### src/rtl/ser_tx_pkg.sv
// rtl/ser_tx_pkg.sv - state encoding and counter sizing shared by the word serializer
package ser_tx_pkg;

  localparam logic [1:0] IDLE  = 2'd0;
  localparam logic [1:0] SHIFT = 2'd1;
  localparam logic [1:0] PAR   = 2'd2;
  localparam logic [1:0] GAP   = 2'd3;

  // One counter serves both the bit countdown and the idle gap countdown.
  function automatic int cnt_width(input int width, input int gap);
    int m;
    m = (width > gap) ? width : gap;
    return $clog2(m + 1);
  endfunction

endpackage

### src/rtl/fsm_ser_word_tx_shift_reg.sv
// rtl/fsm_ser_word_tx_shift_reg.sv - parallel-load, zero-fill left shift register with MSB tap
module ser_shift_reg #(
  parameter int WIDTH = 8
) (
  input  logic             clk,
  input  logic             rst,
  input  logic             load,
  input  logic             shift,
  input  logic [WIDTH-1:0] load_val,
  output logic             msb
);

  logic [WIDTH-1:0] shreg_q;
  logic [WIDTH-1:0] shreg_d;

  always_comb begin
    shreg_d = shreg_q;
    if (load) begin
      shreg_d = load_val;
    end else if (shift) begin
      shreg_d = {shreg_q[WIDTH-2:0], 1'b0};
    end
  end

  always_ff @(posedge clk or negedge rst) begin
    if (!rst) begin
      shreg_q <= '0;
    end else begin
      shreg_q <= shreg_d;
    end
  end

  assign msb = shreg_q[WIDTH-1];

endmodule

### src/rtl/fsm_ser_word_tx.sv
// rtl/fsm_ser_word_tx.sv - MSB-first word serializer with framing strobes and idle gap
// Optional trailing even-parity bit when SER_PARITY_EN is defined.
module fsm_ser_word_tx
  import ser_tx_pkg::*;
#(
  parameter int WIDTH = 8,
  parameter int GAP   = 2
) (
  input  logic             clk,
  input  logic             rst,
  input  logic [WIDTH-1:0] din,
  input  logic             din_valid,
  output logic             din_ready,
  output logic             ser_out,
  output logic             ser_valid,
  output logic             frame_start,
  output logic             frame_end,
  output logic             busy
);

  localparam int CW = cnt_width(WIDTH, GAP);

  logic [1:0]       state_q, state_d;
  logic [CW-1:0]    cnt_q, cnt_d;
  logic             ser_valid_q, ser_valid_d;
  logic             frame_start_q, frame_start_d;
  logic             frame_end_q, frame_end_d;
  logic             accept;
  logic             last_bit;
  logic             sh_load;
  logic             sh_shift;
  logic [WIDTH-1:0] sh_val;

  assign accept = (state_q == ser_tx_pkg::IDLE) && din_valid;

`ifdef SER_PARITY_EN
  logic par_q, par_d;

  assign last_bit = (state_q == ser_tx_pkg::PAR);
  assign par_d    = accept ? ^din : par_q;

  always_ff @(posedge clk or negedge rst) begin
    if (!rst) begin
      par_q <= 1'b0;
    end else begin
      par_q <= par_d;
    end
  end
`else
  assign last_bit = (state_q == ser_tx_pkg::SHIFT) && (cnt_q == '0);
`endif

  always_ff @(posedge clk or negedge rst) begin
    if (!rst) begin
      state_q       <= ser_tx_pkg::IDLE;
      cnt_q         <= '0;
      ser_valid_q   <= 1'b0;
      frame_start_q <= 1'b0;
      frame_end_q   <= 1'b0;
    end else begin
      state_q       <= state_d;
      cnt_q         <= cnt_d;
      ser_valid_q   <= ser_valid_d;
      frame_start_q <= frame_start_d;
      frame_end_q   <= frame_end_d;
    end
  end

  always_comb begin
    state_d = state_q;
    cnt_d   = cnt_q;
    if (last_bit) begin
      if (GAP > 0) begin
        state_d = ser_tx_pkg::GAP;
        cnt_d   = CW'(GAP - 1);
      end else begin
        state_d = ser_tx_pkg::IDLE;
        cnt_d   = '0;
      end
    end else begin
      case (state_q)
        ser_tx_pkg::IDLE: begin
          if (din_valid) begin
            state_d = ser_tx_pkg::SHIFT;
            cnt_d   = CW'(WIDTH - 1);
          end
        end
        ser_tx_pkg::SHIFT: begin
          // Reaching zero here only happens when a parity bit follows.
          if (cnt_q != '0) begin
            cnt_d = cnt_q - CW'(1);
          end else begin
            state_d = ser_tx_pkg::PAR;
          end
        end
        ser_tx_pkg::GAP: begin
          if (cnt_q != '0) begin
            cnt_d = cnt_q - CW'(1);
          end else begin
            state_d = ser_tx_pkg::IDLE;
          end
        end
        default: begin
          state_d = ser_tx_pkg::IDLE;
        end
      endcase
    end
  end

  // Registered outputs are computed from the next state so they line up with it.
  always_comb begin
    ser_valid_d   = (state_d == ser_tx_pkg::SHIFT) || (state_d == ser_tx_pkg::PAR);
    frame_start_d = accept;
    sh_load       = accept;
    sh_val        = din;
    sh_shift      = (state_q == ser_tx_pkg::SHIFT) || (state_q == ser_tx_pkg::PAR);
`ifdef SER_PARITY_EN
    frame_end_d   = (state_d == ser_tx_pkg::PAR);
    if ((state_q == ser_tx_pkg::SHIFT) && (cnt_q == '0)) begin
      sh_load = 1'b1;
      sh_val  = {par_q, {(WIDTH-1){1'b0}}};
    end
`else
    frame_end_d   = (state_d == ser_tx_pkg::SHIFT) && (cnt_d == '0);
`endif
  end

  // ser_out is the shift register MSB flop; zero fill leaves it low outside a word.
  ser_shift_reg #(
    .WIDTH (WIDTH)
  ) u_shift_reg (
    .clk      (clk),
    .rst      (rst),
    .load     (sh_load),
    .shift    (sh_shift),
    .load_val (sh_val),
    .msb      (ser_out)
  );

  assign ser_valid   = ser_valid_q;
  assign frame_start = frame_start_q;
  assign frame_end   = frame_end_q;
  assign din_ready   = (state_q == ser_tx_pkg::IDLE);
  assign busy        = (state_q != ser_tx_pkg::IDLE);

endmodule

### config.mk
export PLATFORM = sky130hd
export DESIGN_NAME = fsm_ser_word_tx
export DESIGN_NICKNAME = d
export VERILOG_FILES = /design/src/rtl/ser_tx_pkg.sv /design/src/rtl/fsm_ser_word_tx_shift_reg.sv /design/src/rtl/fsm_ser_word_tx.sv
export SDC_FILE = /design/constraint.sdc
export NUM_CORES = 1
export LEC_CHECK = 0
export CAP_MARGIN = 20
export CORE_UTILIZATION = 54
export CTS_CLUSTER_DIAMETER = 60
export DETAILED_ROUTE_END_ITERATION = 16
export PLACE_DENSITY = 0.9
export SYNTH_ARGS = -nofsm -noshare
export SYNTH_HDL_FRONTEND = slang
export SYNTH_HIERARCHICAL = 1
export SYNTH_SLANG_ARGS = --single-unit
### constraint.sdc
create_clock -name clk -period 5.22 [get_ports clk]
set_input_delay 1.044 -clock clk [delete_from_list [all_inputs] [get_ports clk]]
set_output_delay 1.044 -clock clk [all_outputs]
set_load 0.01 [all_outputs]
==> results.txt, run 1 <==
----------------------------------------------------
[Run status]
  Outcome ... complete, no violations

[Critical path]
  Launching element type of the critical path ... flip-flop
  Critical path arrival ... between 1.5 and 2 ns
  Max FO, Critical Path ... 6
  Capturing element type of the critical path ... output port
  Worst EP required ... around 4.2 ns
  Worst setup path category ... flip-flop to output port

[Power]
  Switching power share of the total ... between 40 and 50%
  Max rail drop VDD ... 0.416 mV
  Leakage Power ... about 0.5 nW
  Internal power of the cells ... 419 uW
  Total power density per cell area ... 647 mW/mm^2
  Combinational cell fraction of total power ... a little under three fifths
  Clock network fraction of total power ... a little under a tenth
  Seq pwr share ... 33.0%
  NetSw ... between 300 and 400 uW

[CTS]
  Htree depth ... 1
  Clock transition at the registers of the reported paths ... 0.09 ns
  Clock Sink Count ... 17
  CTS Hold Buffers Added ... 0
  Number of gates given a new drive strength after cts ... 0
  Buffers inserted by post-CTS timing repair ... 0
  Clock root buffer master ... clkbuf_4
  Number of CTS-inserted buffers ... 3
  Clock tree from TritonCTS ... yes
  Clk_lat worst skew ... roughly 0.30 ns
  Max Root-Sink Buffers ... 2

[Logic synthesis]
  Avg Cell Area, Syn ... approximately 10 sq um
  Top area cells in the synthesized netlist ... dfrtp_1 46%, ha_1 8.0%, mux2i_1 7.5%
  Portion of the post-synthesis area used by sequential elements ... between 40 and 50%
  Area fraction of the dominant cell type after synthesis ... a little under half
  Total of flip-flops plus latches after synthesis ... 17
  Netlist Area Pre-Place ... around 930 sq um
  Ys Warns ... 6
  Syn Inst Count ... ~90
  Post-Syn Nets ... around 110
  Count of unique library cells instantiated by Yosys ... 27
  Cell type with the highest aggregate area in the netlist ... dfrtp_1

[STA]
  Final Hold Vio Count ... 0
  Part of the cycle the worst path needs ... approximately half
  Summed negative setup slack over all endpoints ... 0 ns
  Worst-Margin Slew ... between 0.7 and 0.8 ns
  Final worst clock skew ... ~0.0086 ns
  Final-report max-slew violation count ... 0
  Max-slew headroom ... between 50% and 60%
  RSZ-0062 raised after global routing ... no
  Setup violation total in the final timing report ... 0
  Highest Clock Rate ... 0.372 GHz
  Minimum clock period ... 2.69 ns

[Cells and area]
  Footprint of the flip-flops and latches ... 425 sq um
  Area added between synthesis and finish ... 19.8%
  Proportion of layout cells with a drive suffix above 1 ... roughly 8%
  Count of fill cells added during filler insertion ... 120
  Combined area of the multi-input logic cells ... between 400 and 500 sq um
  Nets ... 128
  Antenna diode count ... 0
  Final design instance area without fill ... around 0.0011 sq mm

[GRT]
  First-pass GRT wire length ... between 2 and 3 mm
  Global-route usage over all layers ... a little under a quarter
  Number of global-route vias before repair ... ~710
  Largest net degree at the start of global routing ... 19
  Initial antenna violation count ... 0
  Total overflow reported by the global router ... 0

[Routing]
  Post-DR wirelength/cell ... 13.9 microns
  Aggregate routed wire length ... 1.75 mm
  Via-to-Cell Ratio ... roughly 5.6
  Initial DRC count ... 13
  Number of optimization iterations in the first detailed-route pass ... 4
  Antenna Nets Post-Route ... 0
  Total via count after detailed routing ... 702
  Remaining routing DRC violations ... 0

[Min path]
  Tightest Hold Check Type ... flip-flop to flip-flop

[Die]
  Starting Density ... between 50% and 60%
  Area of the core region ... 0.00156 sq mm
  Die span in y ... ~44 microns
  Area of the die ... 0.00190 sq mm
  IO Pins ... 17
  DIE WIDTH ... 43.6 microns
  Placement Rows ... 14

[Placement]
  DP Wirelength ... between 1 and 1.5 mm
  Placer's final routability congestion estimate ... 0.862
  I/O Buffers ... 16
  Placed standard-cell area ... roughly 0.0011 sq mm

[Job]
  Number of max-cap violations ... 0

----------------------------------------------------
==> state kept, by name, indices dropped and copies added, names as in the netlist <==
| name | cells |
|---|---|
| u_shift_reg/shreg_q | 8 |
| cnt_q | 4 |
| frame_end | 1 |
| ser_valid | 1 |
| state_q | 2 |
| frame_start | 1 |
==> final timing paths <==
kind / start / end / slack, ns / depth (start not counted)
worst max-delay path: state_q[0]$_DFF_PN0_ / busy / 2.53 / 4
worst min-delay path: u_shift_reg/shreg_q[0]$_DFFE_PN0P_ / u_shift_reg/shreg_q[0]$_DFFE_PN0P_ / 0.56 / 2
worst max register to register: state_q[1]$_DFF_PN0_ / frame_end$_DFF_PN0_ / 3.00 / 9
worst min register to register: u_shift_reg/shreg_q[0]$_DFFE_PN0P_ / u_shift_reg/shreg_q[0]$_DFFE_PN0P_ / 0.56 / 2
max in group asynchronous: rst / state_q[1]$_DFF_PN0_ / 3.59 / 1
min in group asynchronous: rst / cnt_q[3]$_DFF_PN0_ / 1.17 / 1
==> cell usage in the layout (no fill, tap or decap) <==
cell type        synthesis  routed
o31ai_1                  2       2
a22o_1                   1       1
nand2_1                 10      10
nand2b_1                 1       1
a32o_2                   1       1
nand3b_1                 1       1
nor3b_4                  1       1
and2_1                   1       1
inv_1                    8       8
nand2_2                  1       1
o32ai_1                  1       1
dfrtp_1                 17      17
nor2b_1                  1       1
mux2i_1                  7       7
clkdlybuf4s50_1          0      16
nand4bb_1                1       1
and2b_2                  1       1
clkinv_2                 0       1
o2111ai_1                1       1
o21ai_0                  5       5
o211ai_1                 2       2
ha_1                     6       6
or3b_1                   1       1
nor2_1                   6       6
nor3_1                   2       2
a21oi_1                  3       3
nor4_2                   1       1
clkbuf_4                 0       3
o21ai_1                  8       8
==> worst max-delay path, stage by stage, from the launching register on <==
cell and delay, ns:
dfrtp_1 0.40, inv_1 0.08, ha_1 0.27, inv_1 0.08
clkdlybuf4s50_1 0.53
==> power groups by stage <==
stage	Sequential [mW]	Combinational, mW	Clock, mW
2_1_floorplan	0.237	0.309	0
6_report	0.238	0.416	0.0692
4_1_cts	0.239	0.418	0.0726
3_5_place_dp	0.241	0.416	0
5_1_grt	0.245	0.460	0.0777
3_3_place_gp	0.238	0.399	0
==> cells in the mapped netlist <==
master and number:
or3b_1 1, o32ai_1 1, buf_6 2, o21ai_1 8, a22o_1 1, a21oi_1 3, ha_1 6, inv_1 8
nor2b_1 1, nand2b_1 1, nand4bb_1 1, nor3_1 2, nand2_1 10, and2_1 1, nor3b_4 1, o31ai_1 2
nand3b_1 1, dfrtp_1 17, and2b_2 1, nor4_2 1, nor2_1 6, mux2i_1 7, o21ai_0 5, o2111ai_1 1
a32o_2 1, nand2_2 1, o211ai_1 2
==> metrics by stage <==
| step | hold WS [ns] | instances | util [%] | total power, mW | setup WS [ns] |
|---|---|---|---|---|---|
| detailed placement | 0.544 | 122 | 70.0 | 0.657 | 2.18 |
| CTS | 0.560 | 126 | 71.7 | 0.729 | 2.51 |
| global route | 0.598 | 126 | 71.7 | 0.783 | 2.34 |
| finish | 0.557 | 126 | 71.7 | 0.723 | 2.53 |
| global placement | 0.534 | 122 | 70.0 | 0.637 | 2.37 |
| floorplan | 0.515 | 92 | - | 0.546 | 3.14 |
==> cell type report <==
class	instances	area share (%)
timing repair buffer	16	14.3
clock buffer	3	2.01
tap	16	1.79
inverter	8	2.68
clock inverter	1	0.447
sequential	17	38.0
multi-input combinational	65	40.7
==> per-layer routing <==
metal / vias up / GRT usage [%] / wire [microns]
met4: 0 / 9.38 / 31
li1: 362 / - / -
met2: 11 / 35.2 / 838
met5: - / 0 / 0
met3: 4 / 8.75 / 70
met1: 325 / 27.9 / 810
==> cell families after synthesis <==
| family | after synthesis | share of synthesized area, % |
|---|---|---|
| AND/OR/NAND/NOR | 28 | 17.4 |
| flip-flops | 17 | 45.6 |
| adder cells (fa/ha/maj) | 6 | 8.04 |
| AO/OA/AOI/OAI | 24 | 15.8 |
| multiplexers | 7 | 7.51 |
| buffers and inverters | 10 | 5.63 |
No activity file was read; power rests on OpenSTA's default activity.
==> run 2, diff against run 1 <==
--- a/config.mk
+++ b/config.mk
@@ -6,10 +6,10 @@
 export NUM_CORES = 1
 export LEC_CHECK = 0
 export CAP_MARGIN = 20
-export CORE_UTILIZATION = 54
+export CORE_UTILIZATION = 50
 export CTS_CLUSTER_DIAMETER = 60
 export DETAILED_ROUTE_END_ITERATION = 16
-export PLACE_DENSITY = 0.9
+export PLACE_DENSITY = 0.85
 export SYNTH_ARGS = -nofsm -noshare
 export SYNTH_HDL_FRONTEND = slang
 export SYNTH_HIERARCHICAL = 1
==> constraint.sdc (replaced) <==
create_clock -name clk -period 2.5 [get_ports clk]
set_input_delay 0.5 -clock clk [delete_from_list [all_inputs] [get_ports clk]]
set_output_delay 0.5 -clock clk [all_outputs]
set_load 0.01 [all_outputs]
==> run 2 against run 1 <==
  * Sequential share of layout area shrank 0.59 points
  * Sequential power grew 110%
  * Design area grew 1.6%
  * Flip-flop and latch count is the same
  * Setup slack lost 2.2 ns
  * Count of clock-buffer cells in the layout grew 1
  * Via count grew 3.7%
  * Total power grew 110%
  * Register-to-register slack lost 2.6 ns
  * Core utilization shrank 6.7 points
  * Wire length shrank 5.3%
  * Clock skew shrank 0.0016 ns
==> results.txt, run 2 (synthesis gave the netlist of run 1 again) <==
----------------------------------------------------
[CTS]
  Number of gates given a new drive strength after cts ... 0 (unchanged)
  Htree depth ... 1 (unchanged)
  CTS Hold Buffers Added ... 0 (unchanged)
  Clk_lat worst skew ... 0.29 ns (was 0.30 ns)
  Buffers inserted by post-CTS timing repair ... 0 (unchanged)
  Clock transition at the registers of the reported paths ... 0.09 ns (about the same)
  Max Root-Sink Buffers ... 2 (unchanged)
  Clock tree from TritonCTS ... yes (unchanged)
  Number of CTS-inserted buffers ... 3 (unchanged)
  Clock Sink Count ... 17 (unchanged)
  Clock root buffer master ... clkbuf_4 (unchanged)

[Critical path]
  Critical-path cell list ... inv_1, ha_1, inv_1, clkdlybuf4s50_1 (unchanged)
  Critical path arrival ... 1.65 ns (was 1.64 ns)
  Launching element type of the critical path ... flip-flop (unchanged)
  Max FO, Critical Path ... 6 (unchanged)
  Cell type of the slowest stage on the worst timing path ... clkdlybuf4s50_1 (unchanged)
  Most repeated library cell on the critical path ... inv_1 (unchanged)
  Cell family with the largest share of critical-path delay ... buffers and inverters (unchanged)
  Worst setup path category ... flip-flop to output port (unchanged)
  Maximum single-stage delay on the critical path ... 0.53 ns (about the same)
  Combined buffer and inverter count along the critical path ... 3 (unchanged)
  Capturing element type of the critical path ... output port (unchanged)
  Worst EP required ... 2.00 ns (was 4.18 ns)

[GRT]
  Routing layer with the top usage in global route ... met2 (unchanged)
  Grt met2 use ... 28.4% (was 35.2%)
  GR met3 Demand/Resource ... 6.00% (was 8.75%)
  Number of global-route vias before repair ... 621 (was 708)
  Total overflow reported by the global router ... 0 (unchanged)
  First-pass GRT wire length ... 2.70 mm (was 2.99 mm)
  GR Util met1 ... 26.0% (was 27.9%)
  Initial antenna violation count ... 0 (unchanged)
  Global-route usage over all layers ... 18.9% (was 22.6%)
  Largest net degree at the start of global routing ... 18 (was 19)

[Cells and area]
  Top reg by flops ... u_shift_reg/shreg_q (unchanged)
  Number of flip-flops in the largest register ... 8 (unchanged)
  Leading cell type in the layout, fill and taps excluded ... dfrtp_1 (unchanged)
  Nets ... 129 (was 128)
  Biggest registers after layout ... u_shift_reg/shreg_q x8, cnt_q x4, state_q x2 (unchanged)
  Area added between synthesis and finish ... 21.7% (was 19.8%)
  Final design instance area without fill ... 0.00114 sq mm (was 0.00112 sq mm)
  Most frequent cells in the layout ... 17 x dfrtp_1, 16 x clkdlybuf4s50_1, 10 x nand2_1 (unchanged)
  Proportion of layout cells with a drive suffix above 1 ... 8.11% (was 8.18%)
  Antenna diode count ... 0 (unchanged)

[Routing]
  Initial DRC count ... 29 (was 13)
  Number of optimization iterations in the first detailed-route pass ... 4 (unchanged)
  Via-to-Cell Ratio ... 5.35 (was 5.57)
  Post-DR wirelength/cell ... 12.2 microns (was 13.9 microns)
  Aggregate routed wire length ... 1.66 mm (was 1.75 mm)
  Remaining routing DRC violations ... 0 (unchanged)
  Total via count after detailed routing ... 728 (was 702)
  Antenna Nets Post-Route ... 0 (unchanged)

[Power]
  Max rail drop VDD ... 0.914 mV (was 0.416 mV)
  Total power density per cell area ... 1330 mW/mm^2 (was 647 mW/mm^2)
  Leakage Power ... 0.505 nW (was 0.503 nW)

[STA]
  Final Hold Vio Count ... 0 (unchanged)
  Worst-Margin Slew ... 0.704 ns (was 0.724 ns)
  Setup violation total in the final timing report ... 0 (unchanged)
  Minimum clock period ... between 2 and 2.5 ns
  RSZ-0062 raised after global routing ... no (unchanged)
  Max-slew headroom ... 52.9% (was 51.6%)
  Final-report max-slew violation count ... 0 (unchanged)
  Part of the cycle the worst path needs ... about 86%
  Final worst clock skew ... 0.00696 ns (was 0.00859 ns)
  Highest Clock Rate ... 0.464 GHz
  Summed negative setup slack over all endpoints ... 0 ns (unchanged)

[Die]
  Area of the die ... 0.00204 sq mm (was 0.00190 sq mm)
  DIE WIDTH ... 45.2 microns (was 43.6 microns)
  IO Pins ... 17 (unchanged)
  Placement Rows ... 15 (was 14)
  Starting Density ... 53.5% (was 59.9%)
  Area of the core region ... 0.00175 sq mm (was 0.00156 sq mm)
  Die span in y ... 45.2 microns (was 43.6 microns)

[Run status]
  Outcome ... complete, no violations (unchanged)

[Placement]
  Placer's final routability congestion estimate ... 0.891 (was 0.862)
  I/O Buffers ... 16 (unchanged)
  DP Wirelength ... 1.23 mm (was 1.36 mm)
  Placed standard-cell area ... 0.00111 sq mm (was 0.00109 sq mm)

[Min path]
  Tightest Hold Check Type ... flip-flop to flip-flop (unchanged)

[Job]
  Number of max-cap violations ... 0 (unchanged)

----------------------------------------------------
## run 2: worst min-delay path: stages (launching register included)
cell and delay, ns:
dfrtp_1 0.39, nand2b_1 0.07, o21ai_0 0.06
## run 2: where the power goes
group          switching [mW]  internal, mW
clock network          0.0796        0.0621
logic                   0.449         0.416
registers              0.0935         0.406
total                   0.622         0.884
## run 2: routing by layer
layer | wire length, microns | share of wire [%] | vias to the layer above
li1 | - | - | 360
met1 | 776 | 47 | 334
met2 | 746 | 45 | 32
met3 | 121 | 7.3 | 2
met4 | 14 | 0.84 | 0
met5 | 0 | 0 | -
## run 2: path summary, 6_finish.rpt
kind | start | endpoint | slack (ns) | depth (start not counted)
min in group asynchronous | rst | cnt_q[1]$_DFF_PN0_ | 0.62 | 1
min | u_shift_reg/shreg_q[0]$_DFFE_PN0P_ | u_shift_reg/shreg_q[0]$_DFFE_PN0P_ | 0.55 | 2
max in group asynchronous | rst | state_q[0]$_DFF_PN0_ | 1.43 | 1
max | state_q[0]$_DFF_PN0_ | busy | 0.35 | 4
max reg2reg | state_q[1]$_DFF_PN0_ | frame_end$_DFF_PN0_ | 0.43 | 9
min reg2reg | u_shift_reg/shreg_q[0]$_DFFE_PN0P_ | u_shift_reg/shreg_q[0]$_DFFE_PN0P_ | 0.55 | 2
## run 2: through the flow
stage          power [mW]  setup slack, ns  hold slack [ns]  cells  utilization [%]
2_1_floorplan        1.14            0.682            0.204     92                -
3_3_place_gp         1.35            0.502            0.531    132             63.6
3_5_place_dp         1.36            0.444            0.537    132             63.6
4_1_cts              1.51            0.328            0.553    136             65.1
5_1_grt              1.64            0.231            0.581    136             65.1
6_report             1.51            0.347            0.546    136             65.1
## run 2: layout make-up
type / instances / area (sq um)
clock buffers: 4 / 26.3
repair buffers: 17 / 168
inverters: 8 / 30.0
well taps: 25 / 31.3
flip-flops and latches: 17 / 425
multi-input cells: 65 / 455
fillers: 135 / 609
==> run 3, diff against run 2 <==
--- a/config.mk
+++ b/config.mk
@@ -10,6 +10,7 @@
 export CTS_CLUSTER_DIAMETER = 60
 export DETAILED_ROUTE_END_ITERATION = 16
 export PLACE_DENSITY = 0.85
+export REMOVE_ABC_BUFFERS = 1
 export SYNTH_ARGS = -nofsm -noshare
 export SYNTH_HDL_FRONTEND = slang
 export SYNTH_HIERARCHICAL = 1
==> run 3 against run 2 <==
  * Flip-flop and latch count is the same
  * Sequential power shrank 1%
  * Critical path depth is the same
  * Die area is the same
  * Sequential share of layout area is the same
  * Clock power is essentially flat
  * Combinational power shrank 1%
  * Hold slack gained 0.0092 ns
  * Clock skew shrank 0.0040 ns
  * Total power shrank 1.1%
  * Register-to-register slack is essentially flat
  * First-iteration DRC count shrank 24%
  * Largest cell class unchanged
==> results.txt, run 3 (synthesis gave the netlist of run 1 again) <==
----------------------------------------------------
[Cells and area]
  Biggest registers after layout ... u_shift_reg/shreg_q x8, cnt_q x4, state_q x2 (unchanged)
  Most frequent cells in the layout ... 17 x dfrtp_1, 16 x clkdlybuf4s50_1, 10 x nand2_1 (unchanged)
  Top reg by flops ... u_shift_reg/shreg_q (unchanged)
  Proportion of layout cells with a drive suffix above 1 ... 8.11% (unchanged)
  Number of flip-flops in the largest register ... 8 (unchanged)
  Nets ... 129 (unchanged)
  Antenna diode count ... 0 (unchanged)
  Area added between synthesis and finish ... 21.7% (unchanged)
  Leading cell type in the layout, fill and taps excluded ... dfrtp_1 (unchanged)

[CTS]
  Htree depth ... 1 (unchanged)
  Max Root-Sink Buffers ... 2 (unchanged)
  Number of gates given a new drive strength after cts ... 0 (unchanged)
  Clock root buffer master ... clkbuf_4 (unchanged)
  Buffers inserted by post-CTS timing repair ... 0 (unchanged)
  CTS Hold Buffers Added ... 0 (unchanged)
  Number of CTS-inserted buffers ... 3 (unchanged)
  Clock Sink Count ... 17 (unchanged)
  Clk_lat worst skew ... 0.28 ns (was 0.29 ns)
  Clock transition at the registers of the reported paths ... 0.09 ns (about the same)
  Clock tree from TritonCTS ... yes (unchanged)

[Die]
  Die span in y ... 45.2 microns (unchanged)
  Area of the die ... 0.00204 sq mm (unchanged)
  DIE WIDTH ... 45.2 microns (unchanged)
  Placement Rows ... 15 (unchanged)
  IO Pins ... 17 (unchanged)
  Starting Density ... 53.5% (unchanged)
  Area of the core region ... 0.00175 sq mm (unchanged)

[GRT]
  Total overflow reported by the global router ... 0 (unchanged)
  First-pass GRT wire length ... 2.73 mm (was 2.70 mm)
  Initial antenna violation count ... 0 (unchanged)
  Global-route usage over all layers ... 18.8% (was 18.9%)
  Largest net degree at the start of global routing ... 18 (unchanged)
  Number of global-route vias before repair ... 645 (was 621)

[Critical path]
  Max FO, Critical Path ... 6 (unchanged)
  End point of the critical path ... busy (unchanged)
  Launching element of the worst setup path ... state_q[0]$_DFF_PN0_ (unchanged)
  Setup slack, reg-to-reg ... 0.43 ns (about the same)
  Worst setup path category ... flip-flop to output port (unchanged)
  Worst reg2reg path startpoint ... state_q[1]$_DFF_PN0_ (unchanged)
  Reg2reg path depth ... 9 (unchanged)
  Worst EP required ... 2.00 ns (about the same)
  R2R Path End ... frame_end$_DFF_PN0_ (unchanged)
  Launching element type of the critical path ... flip-flop (unchanged)
  Capturing element type of the critical path ... output port (unchanged)
  Critical path arrival ... 1.61 ns (was 1.65 ns)

[Routing]
  Aggregate routed wire length ... 1.55 mm (was 1.66 mm)
  Via-to-Cell Ratio ... 5.30 (was 5.35)
  Remaining routing DRC violations ... 0 (unchanged)
  Total via count after detailed routing ... 721 (was 728)
  Antenna Nets Post-Route ... 0 (unchanged)
  Number of optimization iterations in the first detailed-route pass ... 4 (unchanged)
  Post-DR wirelength/cell ... 11.4 microns (was 12.2 microns)
  Initial DRC count ... 22 (was 29)

[STA]
  Worst-Margin Slew ... 0.725 ns (was 0.704 ns)
  Highest Clock Rate ... 0.473 GHz (was 0.464 GHz)
  Worst-case setup margin in the final layout ... 0.386 ns (was 0.347 ns)
  Final-report max-slew violation count ... 0 (unchanged)
  Max-slew headroom ... 51.5% (was 52.9%)
  Final worst clock skew ... 0.00295 ns (was 0.00696 ns)
  Final Hold Vio Count ... 0 (unchanged)
  Part of the cycle the worst path needs ... 84.6% (was 86.1%)
  Summed negative setup slack over all endpoints ... 0 ns (unchanged)
  Setup violation total in the final timing report ... 0 (unchanged)
  RSZ-0062 raised after global routing ... no (unchanged)
  Minimum clock period ... 2.11 ns (was 2.15 ns)

[Placement]
  Post-Place Worst Slack ... 0.452 ns (was 0.444 ns)
  DP Wirelength ... 1.22 mm (was 1.23 mm)
  Placer's final routability congestion estimate ... 0.910 (was 0.891)
  I/O Buffers ... 16 (unchanged)

[Power]
  NetSw ... 607 uW (was 622 uW)
  Leakage Power ... 0.505 nW (unchanged)
  Max rail drop VDD ... 0.718 mV (was 0.914 mV)
  Total power density per cell area ... 1310 mW/mm^2 (was 1330 mW/mm^2)
  Seq pwr share ... 33.2% (about the same)
  Switching power share of the total ... 40.7% (was 41.3%)
  Combinational cell fraction of total power ... 57.5% (was 57.4%)
  Internal power of the cells ... 883 uW (was 884 uW)
  Clock network fraction of total power ... 9.3% (was 9.4%)

[Job]
  Number of max-cap violations ... 0 (unchanged)

[Min path]
  Tightest Hold Check Type ... flip-flop to flip-flop (unchanged)

[Run status]
  Outcome ... complete, no violations (unchanged)

----------------------------------------------------
-- run 3: worst min-delay path by stage --
stage / start / to / slack [ns] / depth (start not counted)
detailed placement: u_shift_reg/shreg_q[0]$_DFFE_PN0P_ / u_shift_reg/shreg_q[0]$_DFFE_PN0P_ / 0.54 / 2
finish: u_shift_reg/shreg_q[0]$_DFFE_PN0P_ / u_shift_reg/shreg_q[0]$_DFFE_PN0P_ / 0.55 / 2
global placement: u_shift_reg/shreg_q[4]$_DFFE_PN0P_ / u_shift_reg/shreg_q[5]$_DFFE_PN0P_ / 0.53 / 2
global route: u_shift_reg/shreg_q[0]$_DFFE_PN0P_ / u_shift_reg/shreg_q[0]$_DFFE_PN0P_ / 0.57 / 2
floorplan: rst / cnt_q[0]$_DFF_PN0_ / 0.20 / 0
CTS: u_shift_reg/shreg_q[0]$_DFFE_PN0P_ / u_shift_reg/shreg_q[0]$_DFFE_PN0P_ / 0.56 / 2
-- run 3: critical path, stage by stage, from the launching register on --
cell,delay [ns]
dfrtp_1,0.40
inv_1,0.08
ha_1,0.26
inv_1,0.07
clkdlybuf4s50_1,0.52
-- run 3: layout make-up --
type | count | area, sq um
Timing Repair Buffer | 17 | 168
Sequential cell | 17 | 425
Multi-Input combinational cell | 65 | 455
Inverter | 8 | 30.0
Fill cell | 156 | 609
Clock buffer | 4 | 26.3
Tap cell | 25 | 31.3
-- run 3: power by group through the flow --
stage               clock [mW]  sequential [mW]  combinational (mW)
finish                   0.139            0.495               0.856
global route             0.158            0.509               0.966
CTS                      0.144            0.495               0.862
detailed placement           0            0.501               0.858
global placement             0            0.496               0.842
floorplan                    0            0.495               0.605
-- run 3: stage by stage --
step	hold slack [ns]	cells	power [mW]	area, sq um	util [%]
2_1_floorplan	0.204	90	1.10	911	-
3_3_place_gp	0.533	132	1.34	1110	63.6
3_5_place_dp	0.541	132	1.36	1110	63.6
4_1_cts	0.558	136	1.50	1140	65.1
5_1_grt	0.572	136	1.63	1140	65.1
6_report	0.555	136	1.49	1140	65.1
-- run 3: layer usage --
layer  vias up  share of wire (%)  track usage (%)
li1        361                  -                -
met1       336                 45             25.1
met2        22                 50             30.4
met3         2                3.9             3.60
met4         0                1.4             7.27
met5         -                  0                0
